`src/rtl/alu_mc_pkg.sv`:
```
// Shared opcode, FSM-state and status-flag definitions for the multi-cycle ALU.
package alu_mc_pkg;

    localparam logic [3:0] ALU_ADD  = 4'h0;
    localparam logic [3:0] ALU_SUB  = 4'h1;
    localparam logic [3:0] ALU_MUL  = 4'h2;
    localparam logic [3:0] ALU_DIV  = 4'h3;
    localparam logic [3:0] ALU_AND  = 4'h4;
    localparam logic [3:0] ALU_OR   = 4'h5;
    localparam logic [3:0] ALU_NAND = 4'h6;
    localparam logic [3:0] ALU_NOR  = 4'h7;
    localparam logic [3:0] ALU_XOR  = 4'h8;
    localparam logic [3:0] ALU_XNOR = 4'h9;
    localparam logic [3:0] ALU_CMP  = 4'hA;
    localparam logic [3:0] ALU_SHRA = 4'hB;
    localparam logic [3:0] ALU_SHLA = 4'hC;
    localparam logic [3:0] ALU_SHRB = 4'hD;
    localparam logic [3:0] ALU_SHLB = 4'hE;
    localparam logic [3:0] ALU_ILL  = 4'hF;

    typedef enum logic [1:0] {
        ST_IDLE = 2'd0,
        ST_DIV  = 2'd1,
        ST_HOLD = 2'd2
    } state_t;

    // Bit positions inside the {Z,C,N,V} flags vector.
    localparam int FLAG_Z = 3;
    localparam int FLAG_C = 2;
    localparam int FLAG_N = 1;
    localparam int FLAG_V = 0;

endpackage

```
`src/rtl/alu_mc_div.sv`:
```
// Restoring divider, one quotient bit per cycle. quotient/remainder show the
// result of the step being taken this cycle, so they are final while done=1.
module alu_mc_div #(
    parameter int WIDTH = 8
) (
    input  logic             clk,
    input  logic             rst,
    input  logic             start,
    input  logic [WIDTH-1:0] dividend,
    input  logic [WIDTH-1:0] divisor,
    output logic             busy,
    output logic             done,
    output logic [WIDTH-1:0] quotient,
    output logic [WIDTH-1:0] remainder
);

    localparam int CW = (WIDTH > 1) ? $clog2(WIDTH) : 1;

    logic [CW-1:0]    count;
    logic [WIDTH-1:0] quo_q;
    logic [WIDTH-1:0] rem_q;
    logic [WIDTH-1:0] dvs_q;
    logic [WIDTH:0]   shifted;
    logic [WIDTH-1:0] diff;
    logic             fits;

    // Difference only matters when it fits, where it is below 2**WIDTH.
    always_comb begin
        shifted   = {rem_q, quo_q[WIDTH-1]};
        fits      = (shifted >= {1'b0, dvs_q});
        diff      = shifted[WIDTH-1:0] - dvs_q;
        remainder = fits ? diff : shifted[WIDTH-1:0];
        quotient  = {quo_q[WIDTH-2:0], fits};
    end

    // NOTE: state registers use non-blocking assignments so every flop samples pre-edge values.
    always_ff @(posedge clk or negedge rst) begin
        if (!rst) begin
            count <= '0;
            busy  <= 1'b0;
            quo_q <= '0;
            rem_q <= '0;
            dvs_q <= '0;
        end else if (start) begin
            count <= CW'(WIDTH - 1);
            busy  <= 1'b1;
            quo_q <= dividend;
            rem_q <= '0;
            dvs_q <= divisor;
        end else if (busy) begin
            quo_q <= quotient;
            rem_q <= remainder;
            count <= count - 1'b1;
            if (count == '0) busy <= 1'b0;
        end
    end

    assign done = busy && (count == '0);

endmodule

```
`src/rtl/alu_mc.sv`:
```
// Multi-cycle ALU with valid/ready handshakes, tag passthrough and iterative divide.
// Optional {Z,C,N,V} flags output enabled by defining ALU_MC_FLAGS_EN.
module alu_mc
    import alu_mc_pkg::*;
#(
    parameter int WIDTH = 8,
    parameter int TAG_W = 4
) (
    input  logic               clk,
    input  logic               rst,
    input  logic               in_valid,
    output logic               in_ready,
    input  logic [WIDTH-1:0]   a,
    input  logic [WIDTH-1:0]   b,
    input  logic [3:0]         func,
    input  logic [TAG_W-1:0]   in_tag,
    output logic               out_valid,
    input  logic               out_ready,
    output logic [2*WIDTH-1:0] result,
    output logic [TAG_W-1:0]   out_tag,
    output logic               err
`ifdef ALU_MC_FLAGS_EN
   ,output logic [3:0]         flags
`endif
);

    localparam int OUT_W = 2 * WIDTH;

    state_t           state, state_next;
    logic             accept, div_start;
    logic             div_busy, div_done;
    logic [WIDTH-1:0] div_quo, div_rem;
    logic [WIDTH:0]   sum, diff;
    logic [OUT_W-1:0] op_res;
    logic             op_err;

    assign accept    = in_valid && in_ready;
    assign div_start = accept && (func == ALU_DIV) && (b != '0);

    alu_mc_div #(.WIDTH(WIDTH)) u_div (
        .clk       (clk),
        .rst       (rst),
        .start     (div_start),
        .dividend  (a),
        .divisor   (b),
        .busy      (div_busy),
        .done      (div_done),
        .quotient  (div_quo),
        .remainder (div_rem)
    );

    // NOTE: every always_comb output gets a default first, so no path can infer a latch.
    always_comb begin
        op_res = '0;
        op_err = 1'b0;
        sum    = {1'b0, a} + {1'b0, b};
        diff   = {1'b0, a} - {1'b0, b};
        case (func)
            ALU_ADD:  op_res = OUT_W'(sum);
            ALU_SUB:  op_res = {{(OUT_W-WIDTH-1){diff[WIDTH]}}, diff};
            ALU_MUL:  op_res = OUT_W'(a) * OUT_W'(b);
            ALU_DIV: begin
                // Only reaches the output register for a zero divisor.
                op_res = {a, {WIDTH{1'b1}}};
                op_err = (b == '0);
            end
            ALU_AND:  op_res = {{WIDTH{1'b0}}, a & b};
            ALU_OR:   op_res = {{WIDTH{1'b0}}, a | b};
            ALU_NAND: op_res = {{WIDTH{1'b0}}, ~(a & b)};
            ALU_NOR:  op_res = {{WIDTH{1'b0}}, ~(a | b)};
            ALU_XOR:  op_res = {{WIDTH{1'b0}}, a ^ b};
            ALU_XNOR: op_res = {{WIDTH{1'b0}}, ~(a ^ b)};
            ALU_CMP:  op_res = (a == b) ? OUT_W'(0) : ((a > b) ? OUT_W'(1) : OUT_W'(2));
            ALU_SHRA: op_res = OUT_W'(a >> 1);
            ALU_SHLA: op_res = OUT_W'({a, 1'b0});
            ALU_SHRB: op_res = OUT_W'(b >> 1);
            ALU_SHLB: op_res = OUT_W'({b, 1'b0});
            default: begin
                op_res = '0;
                op_err = 1'b1;
            end
        endcase
    end

`ifdef ALU_MC_FLAGS_EN
    logic [3:0] op_flags, div_flags;

    always_comb begin
        op_flags         = '0;
        op_flags[FLAG_Z] = (op_res == '0);
        case (func)
            ALU_ADD: op_flags[FLAG_C] = sum[WIDTH];
            ALU_SUB: begin
                op_flags[FLAG_C] = diff[WIDTH];
                op_flags[FLAG_N] = diff[WIDTH];
            end
            ALU_MUL: op_flags[FLAG_V] = |op_res[OUT_W-1:WIDTH];
            default: ;
        endcase
        div_flags         = '0;
        div_flags[FLAG_Z] = ({div_rem, div_quo} == '0);
    end
`endif

    always_comb begin
        state_next = state;
        in_ready   = 1'b0;
        out_valid  = 1'b0;
        case (state)
            ST_IDLE: begin
                in_ready = 1'b1;
                if (accept) state_next = div_start ? ST_DIV : ST_HOLD;
            end
            ST_DIV: begin
                if (div_done)      state_next = ST_HOLD;
                else if (!div_busy) state_next = ST_IDLE;
            end
            ST_HOLD: begin
                out_valid = 1'b1;
                in_ready  = out_ready;
                if (accept)         state_next = div_start ? ST_DIV : ST_HOLD;
                else if (out_ready) state_next = ST_IDLE;
            end
            default: state_next = ST_IDLE;
        endcase
    end

    always_ff @(posedge clk or negedge rst) begin
        if (!rst) state <= ST_IDLE;
        else      state <= state_next;
    end

    // A tag loaded at a divide accept is invisible until the quotient lands.
    always_ff @(posedge clk or negedge rst) begin
        if (!rst) begin
            result  <= '0;
            out_tag <= '0;
            err     <= 1'b0;
`ifdef ALU_MC_FLAGS_EN
            flags   <= '0;
`endif
        end else begin
            if (accept) out_tag <= in_tag;
            if (accept && !div_start) begin
                result <= op_res;
                err    <= op_err;
`ifdef ALU_MC_FLAGS_EN
                flags  <= op_flags;
`endif
            end else if ((state == ST_DIV) && div_done) begin
                result <= {div_rem, div_quo};
                err    <= 1'b0;
`ifdef ALU_MC_FLAGS_EN
                flags  <= div_flags;
`endif
            end
        end
    end

endmodule

```
`config.mk`:
```
export PLATFORM = sky130hd
export DESIGN_NAME = alu_mc
export DESIGN_NICKNAME = d
export VERILOG_FILES = /design/src/rtl/alu_mc_pkg.sv /design/src/rtl/alu_mc_div.sv /design/src/rtl/alu_mc.sv
export SDC_FILE = /design/constraint.sdc
export NUM_CORES = 1
export LEC_CHECK = 0
export CORE_MARGIN = 2
export CORE_UTILIZATION = 40
export DETAILED_ROUTE_END_ITERATION = 10
export PLACE_DENSITY_LB_ADDON = 0.25
export SLEW_MARGIN = 20
export SYNTH_ARGS = -nofsm -noshare
export SYNTH_HDL_FRONTEND = slang
export SYNTH_SLANG_ARGS = --single-unit
export TNS_END_PERCENT = 1
```
`constraint.sdc`:
```
create_clock -name clk -period 2.3 [get_ports clk]
set_input_delay 0.575 -clock clk [delete_from_list [all_inputs] [get_ports clk]]
set_output_delay 0.575 -clock clk [all_outputs]
set_load 0.005 [all_outputs]
```
==> flow_metrics.env, run 1 <==
export IMPL_worst_path_largest_cell_delay_ps=540
export IMPL_clock_path_buffers=2
export IMPL_layoutNonFillerInstCount=1267
export IMPL_routed_via_density=5.46
export IMPL_rsz0062_at_grt="yes"
export IMPL_wirelength_um=24000
export IMPL_routabilityCongestion=0.966
export IMPL_async_flop_share=1.00
export IMPL_register_area_um2=1280
export IMPL_num_rows=47
export IMPL_worst_pin_slew_ps=627
export IMPL_synth_nets=953
export IMPL_slowest_stage="fa_1"
export IMPL_drive_gt1_frac=0.350
export IMPL_fmax_mhz=243
export IMPL_setup_violations=16
export IMPL_rr_worst_depth=9
export IMPL_path_cells="buf_12 -> clkinvlp_4 -> buf_12 -> buf_4 -> nor2_1 -> fa_2 -> fa_1 -> ha_1 -> inv_1 -> fa_1 -> inv_1 -> ha_4 -> xnor2_2 -> o32ai_1 -> a211o_1 -> a221o_1 -> a211oi_2 -> o22ai_1"
export IMPL_crit_required_ps=2480
export IMPL_fin_util=0.590
export IMPL_die_h_um=133
export IMPL_io_pin_count=51
export IMPL_period_share=1.79
export IMPL_violations="negative setup slack"
export IMPL_gr_total_overflow=0
export IMPL_antenna_cells=0
export IMPL_num_vias=6914
export IMPL_cp_end_kind="flop"
export IMPL_cts_buffers=5
export IMPL_hold_path_class="input pin to async pin"
export IMPL_numClockSinks=51
export IMPL_final_common_cell="buf_4"
export IMPL_multi_input_area_um2=5350
export IMPL_power_density_nw_per_um2=799
export IMPL_worstSetupPathType="input pin to flop"
export IMPL_antenna_found_initial=1
export IMPL_status="complete, but fails checks"
export IMPL_leakage_nw=4.47
export IMPL_timing_critical_path_to="result[5]"
export IMPL_startpoint="b[3]"
export IMPL_portBuffers=50
export IMPL_clk_pin_slew_worst_paths_ps=70
export IMPL_grt_usage=0.273
export IMPL_nets=1183
export IMPL_netlist_instances=816
export IMPL_ys_flop_type="dfrtp_1"
export IMPL_regToRegStartpoint="u_div.rem_q[5]"
export IMPL_switching_share=0.427
export IMPL_slew_limit_headroom=0.577
export IMPL_synth_area_leader_cell="dfrtp_1"
export IMPL_wl_per_cell_um=19.0
export IMPL_combPwrFrac=0.700
export IMPL_synth_seq_cells=51
export IMPL_final_cell_mix="buf_4, nand2_1, nor2_1"
export IMPL_holdBufCountCts=0
export IMPL_die_w_um=133
export IMPL_arrival_ps=4290
export IMPL_p_switching_w=0.00328
export IMPL_period_minus_slack_ps=4120
export IMPL_power_frac_clock=0.114
export IMPL_yosys_warnings=0
export IMPL_drt_iter0_markers=536
export IMPL_fin_ws_ps=-1820
export IMPL_dpl_cell_count=1247
export IMPL_internal_power_w=0.00441
export IMPL_grt_pass1_vias=6929
export IMPL_dp_hpwl_um=18900
export IMPL_cp_depth=18
export IMPL_fillers=1442
export IMPL_fin_skew_ps=8.02
export IMPL_grt_pass1_wl_um=37800
export IMPL_root_buffer="clkbuf_16"
export IMPL_dieArea_um2=17600
export IMPL_drtAntennaViolNets=0
export IMPL_fin_area_um2=9640
export IMPL_start_kind="input pin"
export IMPL_ir_worst_vdd_uv=810
export IMPL_syn_avg_cell_area_um2=8.11
export IMPL_htree_levels=2
export IMPL_hold_violations=0
export IMPL_r2r_end="result[9]"
export IMPL_area_growth_pct=45.7
export IMPL_cts_tree="built"
export IMPL_cp_num_buf_inv=6
export IMPL_finalMaxSlewViolations=0
export IMPL_fp_coreArea_um2=16300
export IMPL_clkLatencyLatePin_ps=290
export IMPL_syn_area_um2=6620
export IMPL_dr_pass1_iters=5
export IMPL_dpl_cell_area_um2=8880
export IMPL_crit_family="adder cells"
export IMPL_seqPwrFrac=0.186
export IMPL_path_max_fanout=4
export IMPL_r2r_setup_slack_ps=30
export IMPL_ys_seq_area_frac=0.193
export IMPL_synth_top_area_share=0.193
export IMPL_maxCapViolations=0
export IMPL_drc_errors=0
export IMPL_synthDistinctLibCells=69
export IMPL_synth_edf_count=0
export IMPL_ys_top_cells_by_area="dfrtp_1, ha_1, fa_1"
export IMPL_start_util=0.405
export IMPL_grt_max_degree=52
==> state kept, by name, summed over array words and instances, names as in the netlist <==
name	flops
u_div.count	3
state	2
err	1
u_div.quo_q	8
u_div.dvs_q	8
u_div.rem_q	8
out_tag	4
u_div.busy	1
result	16
==> how the worst min path moves through the flow <==
stage / end
final: out_tag[3]
after global routing: out_tag[2]
after CTS: out_tag[2]
after detailed placement: u_div.dvs_q[0]
after global placement: u_div.dvs_q[0]
after floorplan: err
==> power groups by stage <==
stage                     combinational [W]  sequential [W]  clock [W]
after floorplan                     0.00282         0.00137          0
after global placement              0.00462         0.00142          0
after detailed placement            0.00468         0.00143          0
after CTS                           0.00490         0.00142   0.000906
after global routing                0.00591         0.00147   0.000928
final                               0.00539         0.00143   0.000881
==> per-layer routing <==
| layer | global-route usage | up-vias | share of wire |
|---|---|---|---|
| met5 | 0 | - | 0.00054 |
| met4 | 0.0753 | 2 | 0.025 |
| met1 | 0.384 | 3338 | 0.44 |
| li1 | - | 3299 | - |
| met3 | 0.0307 | 38 | 0.061 |
| met2 | 0.446 | 237 | 0.47 |
==> worst register-to-register path, stage by stage (launching register included) <==
cell	delay, ps
dfrtp_1	410
ha_4	290
buf_4	110
o211ai_1	120
a221o_1	380
nor2b_1	130
buf_4	160
mux2i_1	230
nor2_1	90
a211o_1	270
==> timing repair <==
item                                    in CTS  in global routing
setup buffers                                4                 10
endpoints found under the setup margin      48                 28
pin swaps                                   42                 43
gates resized for setup                    134                 65
==> metrics by stage <==
stage | setup TNS, ps | setup slack, ps | power [W] | hold WS (ps)
6_report | -23240 | -1820 | 0.00770 | 260
2_1_floorplan | -21360 | -1870 | 0.00420 | 279
3_5_place_dp | -53560 | -2810 | 0.00611 | 488
5_1_grt | -25760 | -2000 | 0.00830 | 284
4_1_cts | -22760 | -1860 | 0.00722 | 272
3_3_place_gp | -53430 | -2790 | 0.00605 | 476
==> cell families (layout without fill, tap and decap cells) <==
family | count (synthesis) | in the layout | synth area share
AOI/OAI and AO/OA | 213 | 213 | 0.217
xor gates and xnor gates | 25 | 25 | 0.0331
adders and majority gates | 109 | 109 | 0.250
buffers and inverters | 124 | 355 | 0.0762
DFF | 51 | 51 | 0.193
muxes | 29 | 29 | 0.0452
and+or+nand+nor | 265 | 265 | 0.186
==> synthesized netlist by cell type, types with 7 or more instances <==
library cell,count
o22ai_1,14
nand3_1,11
a221oi_1,7
a21o_1,7
nor2b_1,15
inv_1,83
ha_1,70
mux2i_1,22
buf_2,13
clkbuf_1,16
mux2_2,7
nor2_1,93
fa_1,39
a22oi_1,11
a31oi_1,8
nand2b_1,21
a211oi_1,9
dfrtp_1,51
o211ai_1,8
o21ai_0,49
xor2_1,12
a21oi_1,51
xnor2_1,13
nand2_1,85
nor3_1,12
==> layout make-up <==
cell class,instances,area share
Tap cell,220,0.0286
Inverter,88,0.0384
Multi-Input combinational cell,641,0.555
Sequential cell,51,0.132
Clock inverter,2,0.00402
Timing Repair Buffer,259,0.227
Clock buffer,6,0.0144
No activity file was read; power rests on OpenSTA's default activity.
==> inputs of run 2 (changes only) <==
- MAX_ROUTING_LAYER: unset -> met4
==> run 2 against run 1 <==
Flip-flop and latch count unchanged. Wire length is 1.5% higher. Register-to-register slack got worse by 30 ps. The flow still finishes with violations (negative setup slack). Cell count rose by 1.0%. Highest routed layer is now met4. First-iteration DRC count down 26%. Setup slack worse by 79 ps. Clock skew increased by 0.72 ps. Sequential share of layout area is 0.13 points lower. Largest power group unchanged. Combinational power up 3.7%.
==> flow_metrics.env, run 2 (synthesis results as in run 1) <==
export IMPL_start_util=0.405
export IMPL_nets=1196
export IMPL_dieArea_um2=17600
export IMPL_period_share=1.82
export IMPL_seqPwrFrac=0.181
export IMPL_grt_pass1_vias=6943
export IMPL_cts_tree="built"
export IMPL_htree_levels=2
export IMPL_r2r_end="result[9]"
export IMPL_cts_buffers=5
export IMPL_startpoint="a[6]"
export IMPL_routabilityCongestion=0.994
export IMPL_worstSetupPathType="input pin to flop"
export IMPL_num_rows=47
export IMPL_dpl_cell_area_um2=8940
export IMPL_portBuffers=50
export IMPL_internal_power_w=0.00449
export IMPL_ir_worst_vdd_uv=862
export IMPL_wl_met2_um=11700
export IMPL_setup_violations=17
export IMPL_wl_per_cell_um=19.1
export IMPL_drive_gt1_frac=0.358
export IMPL_worst_pin_slew_ps=489
export IMPL_drtAntennaViolNets=0
export IMPL_fin_skew_ps=8.74
export IMPL_fin_area_um2=9730
export IMPL_timing_critical_path_to="result[9]"
export IMPL_power_frac_clock=0.110
export IMPL_crit_required_ps=2480
export IMPL_die_h_um=133
export IMPL_clock_path_buffers=2
export IMPL_die_w_um=133
export IMPL_area_growth_pct=47.1
export IMPL_root_buffer="clkbuf_16"
export IMPL_final_cell_mix="buf_4, nand2_1, nor2_1"
export IMPL_clkLatencyLatePin_ps=300
export IMPL_regToRegStartpoint="u_div.rem_q[1]"
export IMPL_routed_top_layer="met4"
export IMPL_dr_pass1_iters=5
export IMPL_multi_input_area_um2=5390
export IMPL_grt_max_degree=34
export IMPL_grt_pass1_wl_um=38600
export IMPL_cpMostUsedCell="fa_1"
export IMPL_cp_depth=17
export IMPL_arrival_ps=4380
export IMPL_slowest_stage="fa_1"
export IMPL_start_kind="input pin"
export IMPL_fin_ws_ps=-1900
export IMPL_antenna_cells=0
export IMPL_routed_via_density=5.41
export IMPL_hold_path_class="input pin to async pin"
export IMPL_violations="negative setup slack"
export IMPL_wirelength_um=24400
export IMPL_p_switching_w=0.00340
export IMPL_tns_ps=-23520
export IMPL_cp_num_buf_inv=5
export IMPL_final_common_cell="buf_4"
export IMPL_drt_iter0_markers=396
export IMPL_r2r_setup_slack_ps=0
export IMPL_power_density_nw_per_um2=811
export IMPL_period_minus_slack_ps=4200
export IMPL_largest_register_ff_count=16
export IMPL_maxCapViolations=0
export IMPL_rr_worst_depth=9
export IMPL_antenna_found_initial=0
export IMPL_numClockSinks=51
export IMPL_status="complete, but fails checks"
export IMPL_wl_met1_um=11200
export IMPL_path_cells="clkdlybuf4s15_1 -> inv_2 -> nor2_2 -> fa_1 -> fa_1 -> fa_1 -> inv_1 -> fa_1 -> inv_2 -> ha_4 -> inv_2 -> o22ai_4 -> nor2_4 -> xnor2_2 -> a22oi_1 -> a21oi_1 -> a211o_1"
export IMPL_wl_met3_um=1010
export IMPL_register_area_um2=1280
export IMPL_grt_usage=0.288
export IMPL_dpl_cell_count=1257
export IMPL_slew_limit_headroom=0.672
export IMPL_num_vias=6927
export IMPL_path_max_fanout=4
export IMPL_finalMaxSlewViolations=0
export IMPL_hold_violations=0
export IMPL_clk_pin_slew_worst_paths_ps=70
export IMPL_io_pin_count=51
export IMPL_leakage_nw=4.49
export IMPL_fmax_mhz=238
export IMPL_crit_family="adder cells"
export IMPL_worst_path_largest_cell_delay_ps=510
export IMPL_gr_total_overflow=0
export IMPL_rsz0062_at_grt="yes"
export IMPL_top_register="result"
export IMPL_fillers=1508
export IMPL_dp_hpwl_um=19600
export IMPL_cp_end_kind="flop"
export IMPL_switching_share=0.431
export IMPL_fp_coreArea_um2=16300
export IMPL_drc_errors=0
export IMPL_layoutNonFillerInstCount=1280
export IMPL_combPwrFrac=0.709
run 2: layout make-up:
type	count	share of cell area
well taps	220	0.0283
multi-input cells	641	0.554
repair buffers	272	0.232
clock buffers	5	0.0129
inverters	88	0.0374
flip-flops and latches	51	0.131
clock inverters	3	0.00488
run 2: power by group through the flow:
stage               combinational, W  clock [W]  sequential (W)
detailed placement           0.00466          0         0.00142
floorplan                    0.00282          0         0.00137
finish                       0.00559   0.000871         0.00143
global placement             0.00463          0         0.00142
CTS                          0.00516   0.000899         0.00142
global route                 0.00612   0.000917         0.00146
run 2: metrics by stage:
step	total power (W)	setup WS, ps	hold WS, ps	util
after floorplan	0.00420	-1870	279	-
after global placement	0.00605	-2780	480	0.547
after detailed placement	0.00609	-2820	486	0.547
after CTS	0.00747	-1880	228	0.579
after global routing	0.00849	-2030	248	0.595
final	0.00789	-1900	215	0.595
run 2: worst register-to-register path, stage by stage, from the launching register on:
cell	delay, ps
dfrtp_1	400
ha_2	330
o21ai_0	90
a21o_1	180
a221o_1	310
nor2b_2	150
buf_4	160
mux2i_2	240
nor2_1	70
a211o_1	270
run 2: worst min path at each step:
stage                         startpoint             end  slack, ps
after floorplan                      rst             err        280
final                                rst       result[2]        220
after CTS                            rst       result[2]        230
after detailed placement  u_div.dvs_q[0]  u_div.dvs_q[0]        490
after global routing                 rst        state[0]        250
after global placement    u_div.dvs_q[0]  u_div.dvs_q[0]        480
run 2: what timing repair did:
action / 4_1_cts / 5_1_grt
hold buffers: 0 / 0
setup buffers: 10 / 6
gates cloned: 0 / 0
pin swaps: 45 / 32
resized for setup: 151 / 46
endpoints found under the setup margin: 48 / 40
run 2: metal layers:
metal  up-vias  global-route usage
met3        38              0.0207
li1       3323                   -
met1      3361               0.399
met2       205               0.463
met5         -                   -
met4         0              0.0651
==> inputs of run 3 (changes only) <==
- CTS_BUF_LIST: unset -> sky130_fd_sc_hd__clkbuf_4
==> run 3 against run 2 <==
The flow still finishes with violations (negative setup slack). Clock skew rose by 12 ps. Global-route usage grew 0.33 points. Worst hold slack got worse by 120 ps. Largest cell class unchanged.
==> flow_metrics.env, run 3 (synthesis results as in run 1) <==
export IMPL_wl_per_cell_um=19.1
export IMPL_period_share=1.75
export IMPL_slew_limit_headroom=0.689
export IMPL_path_cells="buf_6 -> buf_6 -> buf_4 -> buf_6 -> ha_1 -> fa_1 -> fa_1 -> fa_1 -> ha_1 -> ha_4 -> a21oi_4 -> nor2_1 -> nor3b_1 -> nor2_1 -> a311oi_2 -> mux2i_1 -> a21oi_1"
export IMPL_start_kind="input pin"
export IMPL_maxCapViolations=0
export IMPL_top_register="result"
export IMPL_regToRegStartpoint="u_div.rem_q[5]"
export IMPL_period_minus_slack_ps=4030
export IMPL_start_util=0.405
export IMPL_wl_met2_um=11600
export IMPL_rsz0062_at_grt="yes"
export IMPL_nets=1192
export IMPL_gr_total_overflow=0
export IMPL_grt_pass1_vias=7012
export IMPL_worst_path_largest_cell_delay_ps=500
export IMPL_numClockSinks=51
export IMPL_worstSetupPathType="input pin to flop"
export IMPL_root_buffer="clkbuf_4"
export IMPL_crit_required_ps=2580
export IMPL_largest_register_ff_count=16
export IMPL_num_vias=6933
export IMPL_cp_end_kind="flop"
export IMPL_clkLatencyLatePin_ps=390
export IMPL_dpl_cell_count=1257
export IMPL_layoutNonFillerInstCount=1276
export IMPL_wl_met1_um=11100
export IMPL_hold_path_class="input pin to async pin"
export IMPL_drive_gt1_frac=0.360
export IMPL_arrival_ps=4310
export IMPL_fp_coreArea_um2=16300
export IMPL_r2r_end="result[9]"
export IMPL_num_rows=47
export IMPL_ir_worst_vdd_uv=749
export IMPL_cts_tree="built"
export IMPL_htree_levels=2
export IMPL_drc_errors=0
export IMPL_final_cell_mix="buf_4, nand2_1, nor2_1"
export IMPL_clock_path_buffers=2
export IMPL_fin_util=0.592
export IMPL_fmax_mhz=248
export IMPL_violations="negative setup slack"
export IMPL_rr_worst_depth=9
export IMPL_antenna_found_initial=0
export IMPL_portBuffers=50
export IMPL_fillers=1509
export IMPL_final_common_cell="buf_4"
export IMPL_dieArea_um2=17600
export IMPL_fin_skew_ps=20.6
export IMPL_routabilityCongestion=0.994
export IMPL_worst_pin_slew_ps=463
export IMPL_dp_hpwl_um=19600
export IMPL_leakage_nw=4.44
export IMPL_die_w_um=133
export IMPL_grt_max_degree=34
export IMPL_wirelength_um=24400
export IMPL_r2r_setup_slack_ps=0
export IMPL_path_max_fanout=7
export IMPL_setup_violations=17
export IMPL_die_h_um=133
export IMPL_wl_met3_um=1070
export IMPL_dr_pass1_iters=5
export IMPL_fin_area_um2=9690
export IMPL_fin_ws_ps=-1730
export IMPL_tns_ps=-20510
export IMPL_cts_buffers=5
export IMPL_status="complete, but fails checks"
export IMPL_grt_usage=0.291
export IMPL_dpl_cell_area_um2=8940
export IMPL_hold_violations=0
export IMPL_finalMaxSlewViolations=0
export IMPL_grt_pass1_wl_um=39200
export IMPL_clk_pin_slew_worst_paths_ps=170
export IMPL_drt_iter0_markers=542
export IMPL_area_growth_pct=46.4
export IMPL_antenna_cells=0
export IMPL_routed_via_density=5.43
export IMPL_drtAntennaViolNets=0
export IMPL_power_density_nw_per_um2=784
export IMPL_io_pin_count=51
export IMPL_routed_top_layer="met4"
export IMPL_slowest_stage="fa_1"
-- run 3: power by group --
part	internal [W]	switching, W	total (W)
Combinational	0.00279	0.00282	0.00561
Sequential	0.00120	0.000224	0.00142
Clock	0.000235	0.000320	0.000556
Total	0.00423	0.00336	0.00759
-- run 3: layer usage --
| layer | track usage | up-vias |
|---|---|---|
| met5 | - | - |
| met3 | 0.0153 | 45 |
| li1 | - | 3318 |
| met4 | 0.0669 | 0 |
| met1 | 0.407 | 3370 |
| met2 | 0.467 | 200 |
-- run 3: layout make-up --
class                   count  area, um^2  share of cell area
repair buffers            268        2270               0.235
inverters                  88         374              0.0386
clock buffers               5        37.5             0.00388
multi-input cells         641        5400               0.558
clock inverters             3        47.5             0.00491
flip-flops and latches     51        1280               0.132
well taps                 220         275              0.0284
-- run 3: worst max path at each step --
stage / slack (ps) / from / to
6_report: -1730 / b[5] / result[15]
5_1_grt: -1830 / b[2] / result[12]
4_1_cts: -1750 / a[3] / result[15]
3_5_place_dp: -2820 / b[3] / result[12]
3_3_place_gp: -2780 / a[4] / result[8]
2_1_floorplan: -1870 / b[5] / result[15]
-- run 3: repair_timing --
| item | in CTS | in global routing |
|---|---|---|
| hold buffers | 0 | 0 |
| buffers inserted | 12 | 0 |
| gates resized for setup | 173 | 34 |
| cloned | 0 | 0 |
| setup endpoints to repair | 48 | 31 |
| pin swaps | 46 | 20 |
-- run 3: stage by stage --
step	power (W)	worst slack, ps	hold slack (ps)
2_1_floorplan	0.00420	-1870	279
3_3_place_gp	0.00605	-2780	480
3_5_place_dp	0.00609	-2820	486
4_1_cts	0.00721	-1750	104
5_1_grt	0.00819	-1830	121
6_report	0.00759	-1730	91.7
-- run 3: critical path, delay by kind of cell --
| family | cells | cell delay (ps) |
|---|---|---|
| adders and majority gates | 6 | 2230 |
| and+or+nand+nor | 3 | 300 |
| buffers and inverters | 4 | 500 |
| AOI/OAI and AO/OA | 3 | 460 |
| muxes | 1 | 250 |
